### src/rtl/fetch_sequencer.sv
// Instruction fetch sequencer: issues one fetch at a time to instruction memory,
// presents the returned word to decode and handles branch/trap redirects.
module fetch_sequencer #(
    parameter logic [31:0] RESET_VECTOR = 32'h0000_0000
) (
    input  logic        clk,
    input  logic        reset,
    input  logic        stall,
    input  logic        redirect_valid,
    input  logic [31:0] redirect_target,
    input  logic        trap_valid,
    input  logic [31:0] trap_vector,
    output logic        imem_req,
    output logic [31:0] imem_addr,
    input  logic        imem_gnt,
    input  logic        imem_rvalid,
    input  logic [31:0] imem_rdata,
    output logic        inst_valid,
    output logic [31:0] inst_data,
    output logic [31:0] inst_pc,
    output logic [31:0] pc
);

    typedef enum logic [2:0] {
        S_IDLE  = 3'd0,
        S_REQ   = 3'd1,
        S_WAIT  = 3'd2,
        S_DRAIN = 3'd3,
        S_OUT   = 3'd4
    } state_t;

    state_t      state_q, state_d;
    logic [31:0] pc_q, pc_d;
    logic [31:0] inst_data_q, inst_data_d;
    logic [31:0] inst_pc_q, inst_pc_d;
    logic        redir_s;
    logic [31:0] target_s;

    // Trap outranks branch; targets are forced to word alignment.
    assign redir_s  = trap_valid | redirect_valid;
    assign target_s = (trap_valid ? trap_vector : redirect_target) & 32'hFFFF_FFFC;

    // Next-state, PC and instruction-capture logic.
    always_comb begin
        state_d     = state_q;
        pc_d        = pc_q;
        inst_data_d = inst_data_q;
        inst_pc_d   = inst_pc_q;
        case (state_q)
            S_IDLE: begin
                if (redir_s) begin
                    pc_d    = target_s;
                    state_d = S_REQ;
                end else if (!stall) begin
                    state_d = S_REQ;
                end else begin
                    state_d = S_IDLE;
                end
            end
            S_REQ: begin
                if (redir_s) begin
                    pc_d    = target_s;
                    state_d = imem_gnt ? S_DRAIN : S_REQ;
                end else if (imem_gnt) begin
                    state_d = S_WAIT;
                end else begin
                    state_d = S_REQ;
                end
            end
            S_WAIT: begin
                if (redir_s) begin
                    pc_d    = target_s;
                    state_d = imem_rvalid ? S_REQ : S_DRAIN;
                end else if (imem_rvalid) begin
                    inst_data_d = imem_rdata;
                    inst_pc_d   = pc_q;
                    pc_d        = pc_q + 32'd4;
                    state_d     = S_OUT;
                end else begin
                    state_d = S_WAIT;
                end
            end
            S_DRAIN: begin
                // The in-flight response belongs to a squashed PC and is dropped.
                if (redir_s) begin
                    pc_d = target_s;
                end else begin
                    pc_d = pc_q;
                end
                state_d = imem_rvalid ? S_REQ : S_DRAIN;
            end
            S_OUT: begin
                if (redir_s) begin
                    pc_d    = target_s;
                    state_d = S_REQ;
                end else if (!stall) begin
                    state_d = S_REQ;
                end else begin
                    state_d = S_OUT;
                end
            end
            default: begin
                state_d = S_IDLE;
            end
        endcase
    end

    // State and datapath registers with synchronous reset.
    always_ff @(posedge clk) begin
        if (reset) begin
            state_q     <= S_IDLE;
            pc_q        <= RESET_VECTOR;
            inst_data_q <= 32'h0000_0000;
            inst_pc_q   <= 32'h0000_0000;
        end else begin
            state_q     <= state_d;
            pc_q        <= pc_d;
            inst_data_q <= inst_data_d;
            inst_pc_q   <= inst_pc_d;
        end
    end

    assign imem_req   = (state_q == S_REQ);
    assign imem_addr  = pc_q;
    assign inst_valid = (state_q == S_OUT);
    assign inst_data  = inst_data_q;
    assign inst_pc    = inst_pc_q;
    assign pc         = pc_q;

endmodule

### config.mk
export PLATFORM = sky130hd
export DESIGN_NAME = fetch_sequencer
export DESIGN_NICKNAME = d
export VERILOG_FILES = /design/src/rtl/fetch_sequencer.sv
export SDC_FILE = /design/constraint.sdc
export NUM_CORES = 1
export LEC_CHECK = 0
export CAP_MARGIN = 20
export CORE_ASPECT_RATIO = 0.8
export CORE_UTILIZATION = 38
export CTS_CLUSTER_DIAMETER = 60
export CTS_CLUSTER_SIZE = 40
export DETAILED_ROUTE_END_ITERATION = 7
export PLACE_DENSITY_LB_ADDON = 0.25
export SLEW_MARGIN = 30
export SYNTH_ARGS = -nofsm -noshare
export SYNTH_HDL_FRONTEND = slang
export SYNTH_SLANG_ARGS = --single-unit
export TNS_END_PERCENT = 5
### constraint.sdc
create_clock -name clk -period 1.8 [get_ports clk]
set_clock_uncertainty 0.1 [all_clocks]
set_input_delay 0.36 -clock clk [delete_from_list [all_inputs] [get_ports clk]]
set_output_delay 0.36 -clock clk [all_outputs]
set_load 0.05 [all_outputs]
-- Word level (Yosys, flattened, before mapping)
Index checks and enable logic that the tools add are counted.
- add/subtract/negate cells: 1
- multipliers: 0
- divide/modulo/power cells: 0
- order comparisons: 0
- equality and inequality tests: 6
- shift-type cells: 0
- multiplexer cells: 16
- bitwise gates (word level): 2
- reduce and logical (&&, ||, !) cells: 5
- operators by type and width (operator ; count):
    32-bit 2-to-1 mux ; 4
    32-bit case mux with 2 select lines ; 1
    32-bit by 3-bit adder with 32-bit output (second input constant) ; 1
    3-bit case mux with 5 select lines ; 1
    3-bit 2-to-1 mux ; 4
    2-bit 2-to-1 mux ; 4
    3-bit by 2-bit equality test with 1-bit output (second input constant) ; 2
    3-bit AND reduction ; 2
    4-bit OR reduction ; 1
    3-bit by 1-bit equality test with 1-bit output (second input constant) ; 1
    3-bit equality test (second input constant) ; 1
    3-bit logical NOT ; 1
    3-bit != test (second input constant) ; 1
    1-bit 2-to-1 mux ; 2
    2-bit by 1-bit != test with 1-bit output (second input constant) ; 1
    2-bit nonzero test ; 1
    1-bit inverter ; 1
    1-bit bitwise OR ; 1
- register bits after elaboration: 99
- bits in latches: 0
- memory bits (writable): 0
- memory bits (read-only): 0
- input bits: 103
- output and inout bits: 130
- logic and storage cells: 34
- memories: 0

-- Logic depth before layout (Yosys ltp)
Gate-level depths: netlist of the first run.
- word-level depth: 4
- gate-level depth with buffers: 8
- depth with buffers taken out: 6

-- Least setup slack after synthesis of the first run
No wires, ideal clock.
- path kind: reg-to-reg
- start: register pc_q[2], in the netlist imem_addr[2]
- end: register pc_q[30], in the netlist imem_addr[30]
- setup time: 120 ps
- data arrival time: 2152 ps
- required time: 1580 ps
- path slack: -572 ps
- stages on the path, launching flop included: 8
- buffers on the path: 1
- clock period less this slack: 2372 ps
- cells stage by stage: dfxtp_1 -> ha_1 -> and4_1 -> buf_4 -> nand3_1 -> nor4_1 -> o22ai_1 -> a211o_1
- word-level cells in the longest chain between the ends: 4
- RTL lines (item ; line ; text):
    start: declaration ; 33 ; logic [31:0] pc_q, pc_d;
    start signal: assignment ; 117 ; pc_q <= pc_d;
    32-bit by 3-bit adder with 32-bit output ; 77 ; pc_d = pc_q + 32'd4;
    32-bit 2-to-1 mux ; 74 ; end else if (imem_rvalid) begin
    32-bit 2-to-1 mux ; 71 ; if (redir_s) begin
    32-bit case mux with 2 select lines ; 49 ; case (state_q)
No other way between the ends. The select of a mux whose other input is x is not followed.
A chain may end at the register's enable or synchronous reset.

-- Final worst setup path of the first run
- start: register pc_q[2], in the netlist imem_addr[2]
- end: register pc_q[28], in the netlist imem_addr[28]
Same word-level chain as after synthesis.

==> results of run 1 <==
==> state kept, by name (all words and copies together), names as in the netlist <==
| name | count |
|---|---|
| state_q | 3 |
| inst_pc | 30 |
| imem_addr | 30 |
| inst_data | 32 |
==> path summary, 6_finish.rpt <==
kind / end / cells past startpoint / slack [ns]
setup / recovery: imem_addr[28] / 7 / -0.03
hold reg to reg: inst_pc[12] / 2 / 0.36
hold / removal: imem_addr[26] / 2 / 0.23
setup reg to reg: imem_addr[28] / 7 / -0.03
==> per-layer routing <==
| metal | vias up | wire (µm) | global-route usage |
|---|---|---|---|
| li1 | 2697 | - | - |
| met1 | 2662 | 7470 | 0.326 |
| met2 | 250 | 8580 | 0.426 |
| met3 | 24 | 1120 | 0.0509 |
| met4 | 0 | 257 | 0.0673 |
| met5 | - | 0 | 0 |
==> synthesized netlist by cell type, types with 2 or more instances <==
cell type  number
a211o_1         2
a21oi_1        97
a311oi_1        2
a31oi_1         3
a41oi_1         2
and3_1          3
and4_1          4
buf_2          25
buf_4          37
buf_6           4
clkbuf_1       23
dfxtp_1        95
inv_1           5
mux2_2          5
mux2i_1        29
nand2_1       150
nand2b_1        3
nand3_1        16
nand3b_1        3
nand4_1         9
nor2_1         23
nor3_1         19
nor3_2          2
nor3b_1         3
nor4_1         11
nor4b_1         2
o211ai_1        4
o21a_1          3
o21ai_0        26
o21ai_1         3
o221a_2         3
o22ai_1         4
o32ai_1         2
or2_1           2
or3_1           2
or4_4           2
==> area by class of cell <==
cell class | instances | share of cell area
sequential | 95 | 0.230
inverter | 5 | 0.00223
timing repair buffer | 307 | 0.384
clock inverter | 6 | 0.0111
multi-input combinational | 465 | 0.319
clock buffer | 10 | 0.0272
tap | 175 | 0.0260
==> logic make-up after synthesis <==
logic type                 after synthesis  synth area share
other                                    1          0.000753
muxes                                   34            0.0696
AOI/OAI and AO/OA                      161             0.184
and+or+nand+nor                        262             0.248
DFF                                     95             0.382
buffers and inverters                   96             0.113
adders and majority gates                1           0.00251
==> repair_timing <==
action	4_1_cts	5_1_grt
pin swaps	6	8
resized for setup	12	31
buffers inserted	1	4
setup endpoints to repair	82	95
cloned	0	1
==> power breakdown <==
part	internal, mW	leakage [nW]	switching, mW	total [mW]
sequential	2.18	0.782	0.0677	2.24
combinational	0.803	2.46	0.937	1.74
clock	1.23	0.154	0.835	2.07
total	4.21	3.40	1.84	6.05
==> per-stage QoR <==
stage | util | hold WS [ns] | setup WS [ns]
global placement | 0.616 | 0.343 | -0.468
global route | 0.658 | 0.228 | -0.0792
CTS | 0.646 | 0.222 | -0.0393
detailed placement | 0.616 | 0.348 | -0.445
floorplan | - | 0.396 | -0.230
finish | 0.658 | 0.234 | -0.0289
==> impl_metrics.toml, run 1 <==
[setup_path]
slowest_stage = "dfxtp_4"
crit_arrival_ns = 1.96
path_delay_family = "simple AND/OR/NAND/NOR gates"
worstSetupEndpointType = "register"
crit_path_max_incr_delay_ns = 0.39
cp_max_fo = 4
startpoint = "imem_addr[2]"
crit_type = "register to register"
r2r_start = "imem_addr[2]"
start_kind = "register"
path_buf_inv = 1
critPathRequiredTime_ns = 1.93
worstPathCellList = "ha_4 -> and4_4 -> nand4_1 -> nor4_2 -> buf_4 -> nor3_1 -> a211o_1"

[place]
io_buffer_count = 222
gp_congestion = 0.884
placed_cells = 1041
hpwlAfterDp_um = 13000
placed_area_um2 = 7900

[drt]
wl_um = 17400
post-route-drc-count = 0
first_pass_iters = 5
wl_per_cell_um = 16.4
ant_nets = 0
viasPerCell = 5.30
drtIter0Drc = 456
vias = 5633

[timing]
fin_crit_sh = 1.02
setup_ws_ns = -0.0289
fin_setup_tns_ns = -0.0401
fin_crit_ns = 1.83
finalSetupViolCount = 2
slew_viol_final = 0
max_clock_freq_mhz = 547
finalHoldViolCount = 0
rsz0062_at_grt = "yes"

[global_routing]
antenna_found_initial = 0
grt_pass1_vias = 5407
grt_start_max_net_pins = 39
track_usage = 0.253
grt_pass1_wl_um = 26900
overflow = 0

[die]
die_w_um = 130
ios = 233
initial_core_util = 0.388
die_h_um = 104
dieArea_um2 = 13600
core-area_um2 = 12800
num_rows = 37

[clocking]
cts_hold_buf = 0
cts_buffers = 9
clkTransAtPathRegs_ns = 0.07
ctsLongestPathBuffers = 2
tritoncts = "built"
htree_levels = 3
clock-root-buffer = "clkbuf_16"
clk-insertion-delay-late_ns = 0.34
cts.sinks = 95

[yosys]
yosys.area.top_type = "dfxtp_1"
async_flop_share = 0
synth_top_area_frac = 0.382
synth_ff_type = "dfxtp_1"
ys_warn_count = 0
synth_area_leaders = "dfxtp_1, nand2_1, a21oi_1"
synth-edff-count = 0
yosysSeqAreaShare = 0.382
synth_area_um2 = 4980
netlist-cell-type-count = 58
synthCells = 650
synth-seq-cells = 95
synth.avg_cell_area_um2 = 7.66

[layout]
syn2layout_area_growth_pct = 69.4
final_common_cell = "buf_4"
drive_above_1_share = 0.329
stdcell_area_um2 = 8430
antenna_cells = 0
multi_input_area_um2 = 2690
register_area_um2 = 1940
fillers = 1042
fin_cells = 1063
final_cell_mix = "buf_4, nand2_1, a21oi_1"
nets = 987

[pwr]
power_mw = 6.05
p_per_area_nw_per_um2 = 717
peakVddDrop_v = 0.000577
leakagePower_nw = 3.40

[run]
drv_cap = 0

[min_path]
hp-start = "reset"
hold_class = "input port to register"

[status]
status = "finished, violations left"
violations = "setup timing"
Power figures use the tool's default switching activity.
==> inputs of run 2 (changes only) <==
Settings changed: SLEW_MARGIN 30 to default.
==> results of run 2 <==
No change in the layout: final DEF, timing and power equal those of run 1.
==> inputs of run 3 (changes only) <==
Settings changed: CORE_UTILIZATION 38 to 42, RECOVER_POWER from default to 100.
Clock period 1.8 ns to 2 ns, I/O delays scaled along.
==> impl_metrics.toml, run 3 (synthesis results as in run 1) <==
[die]
dieArea_um2 = 12300
die_h_um = 99.4
core-area_um2 = 11500
die_w_um = 124
ios = 233
initial_core_util = 0.432
num_rows = 35

[setup_path]
critPathRequiredTime_ns = 2.18
reg2reg_to = "imem_addr[21]"
start_kind = "input port"
crit_arrival_ns = 2.11
r2r_start = "imem_addr[2]"
reg2reg_depth = 6
reg2reg_slack_ns = 0.08
worstSetupEndpointType = "register"
crit_type = "input port to register"
cp_max_fo = 10

[pwr]
p_seq_frac = 0.416
p_per_area_nw_per_um2 = 676
p_int_mw = 3.27
power_mw = 4.91
p_switching_mw = 1.64
peakVddDrop_v = 0.000497
power_frac_comb = 0.242
clkPwrFrac = 0.342
leakagePower_nw = 2.82
p_sw_frac = 0.335

[drt]
wl_met1_um = 6910
first_pass_iters = 4
wl_per_cell_um = 16.3
wl_met2_um = 8110
wl_um = 16600
drtIter0Drc = 425
top_layer = "met4"
post-route-drc-count = 0
ant_nets = 0
vias = 5548
wl_met3_um = 1370
viasPerCell = 5.46

[timing]
max_clock_freq_mhz = 519
rsz0062_at_grt = "yes"
fin_crit_ns = 1.93
finalHoldViolCount = 0
hold_ws_ns = 0.354
slew_headroom = 0.587
finalSetupViolCount = 0
slew_viol_final = 0
fin_crit_sh = 0.964
tightest_slew_ns = 0.623

[global_routing]
grt_start_max_net_pins = 66
antenna_found_initial = 0
overflow = 0
grt_pass1_vias = 5031
grt_pass1_wl_um = 25000
track_usage = 0.259

[clocking]
tritoncts = "built"
clk-insertion-delay-late_ns = 0.34
cts_hold_buf = 0
clkTransAtPathRegs_ns = 0.07
cts_buffers = 9
ctsLongestPathBuffers = 2
clock-root-buffer = "clkbuf_16"
cts.sinks = 95
htree_levels = 3

[layout]
antenna_cells = 0
largest_reg_flops = 32
drive_above_1_share = 0.194
nets = 967
stdcell_area_um2 = 7260
final_common_cell = "nand2_1"
post-route-util = 0.630
final_cell_mix = "nand2_1, a21oi_1, clkdlybuf4s50_1"
syn2layout_area_growth_pct = 45.8

[min_path]
hold_class = "register to register"
worstHoldEndpoint = "inst_pc[30]"
min_path_cells = 2
hp-start = "inst_pc[30]"

[place]
io_buffer_count = 222
gp_congestion = 0.859
placed_area_um2 = 7350
hpwlAfterDp_um = 12000

[status]
status = "finished clean"

[run]
drv_cap = 0
run 3: cell types whose count changed in the layout (fill, tap and decap cells not counted), sizes merged:
cell / previous run / this run
or4: 3 / 2
dlygate4sd2: 0 / 14
clkinv: 1 / 2
clkdlybuf4s50: 94 / 95
clkbuf: 10 / 110
clkinvlp: 1 / 0
bufinv: 2 / 0
inv: 7 / 10
buf: 211 / 76
run 3: how the worst max path moves through the flow:
stage | from | to | slack (ns) | cells after the start
2_1_floorplan | imem_addr[20] | imem_addr[30] | -0.09 | 6
3_3_place_gp | redirect_valid | inst_pc[7] | -0.28 | 6
3_5_place_dp | redirect_valid | inst_pc[19] | -0.33 | 6
4_1_cts | inst_data[20] | inst_data[20] | 0.001 | 1
5_1_grt | imem_rvalid | imem_addr[14] | -0.03 | 8
6_report | imem_rvalid | imem_addr[22] | 0.07 | 8
run 3: power by group through the flow:
stage	Sequential (mW)	Combinational, mW	Clock [mW]
4_1_cts	2.04	1.25	1.71
3_5_place_dp	2.08	1.25	0
6_report	2.04	1.19	1.68
3_3_place_gp	2.08	1.23	0
2_1_floorplan	2.28	0.579	0
5_1_grt	2.05	1.25	1.79
run 3: layout make-up:
cell class / instances / area [µm²]
Fill cell: 1047 / 4260
Multi-Input combinational cell: 464 / 2600
Timing Repair Buffer: 288 / 2230
Sequential cell: 95 / 1930
Clock buffer: 9 / 225
Tap cell: 148 / 185
Clock inverter: 7 / 63.8
Inverter: 5 / 18.8
run 3: worst max-delay path, cell delays in order:
cell,delay [ns]
clkdlybuf4s50_1,0.50
nand3b_1,0.13
buf_4,0.18
o221ai_4,0.18
buf_12,0.16
nor2_1,0.05
a311oi_2,0.29
o311a_1,0.21
run 3: per-layer routing:
layer | track usage | up-vias
met3 | 0.0654 | 17
met4 | 0.0491 | 0
met5 | 0 | -
li1 | - | 2649
met1 | 0.318 | 2640
met2 | 0.454 | 242
run 3: what timing repair did:
action / 4_1_cts / 5_1_grt
pin swaps: 0 / 1
gates resized for setup: 14 / 56
setup endpoints to repair: 14 / 115
buffers inserted: 0 / 0
run 3: metrics by stage:
stage / worst slack, ns / TNS (ns) / std cells
3_3_place_gp: -0.283 / -22.38 / 1000
4_1_cts: 0.00112 / 0 / 1016
6_report: 0.0719 / 0 / 1016
2_1_floorplan: -0.0860 / -0.332 / 655
5_1_grt: -0.0332 / -0.0791 / 1016
3_5_place_dp: -0.330 / -25.88 / 1000
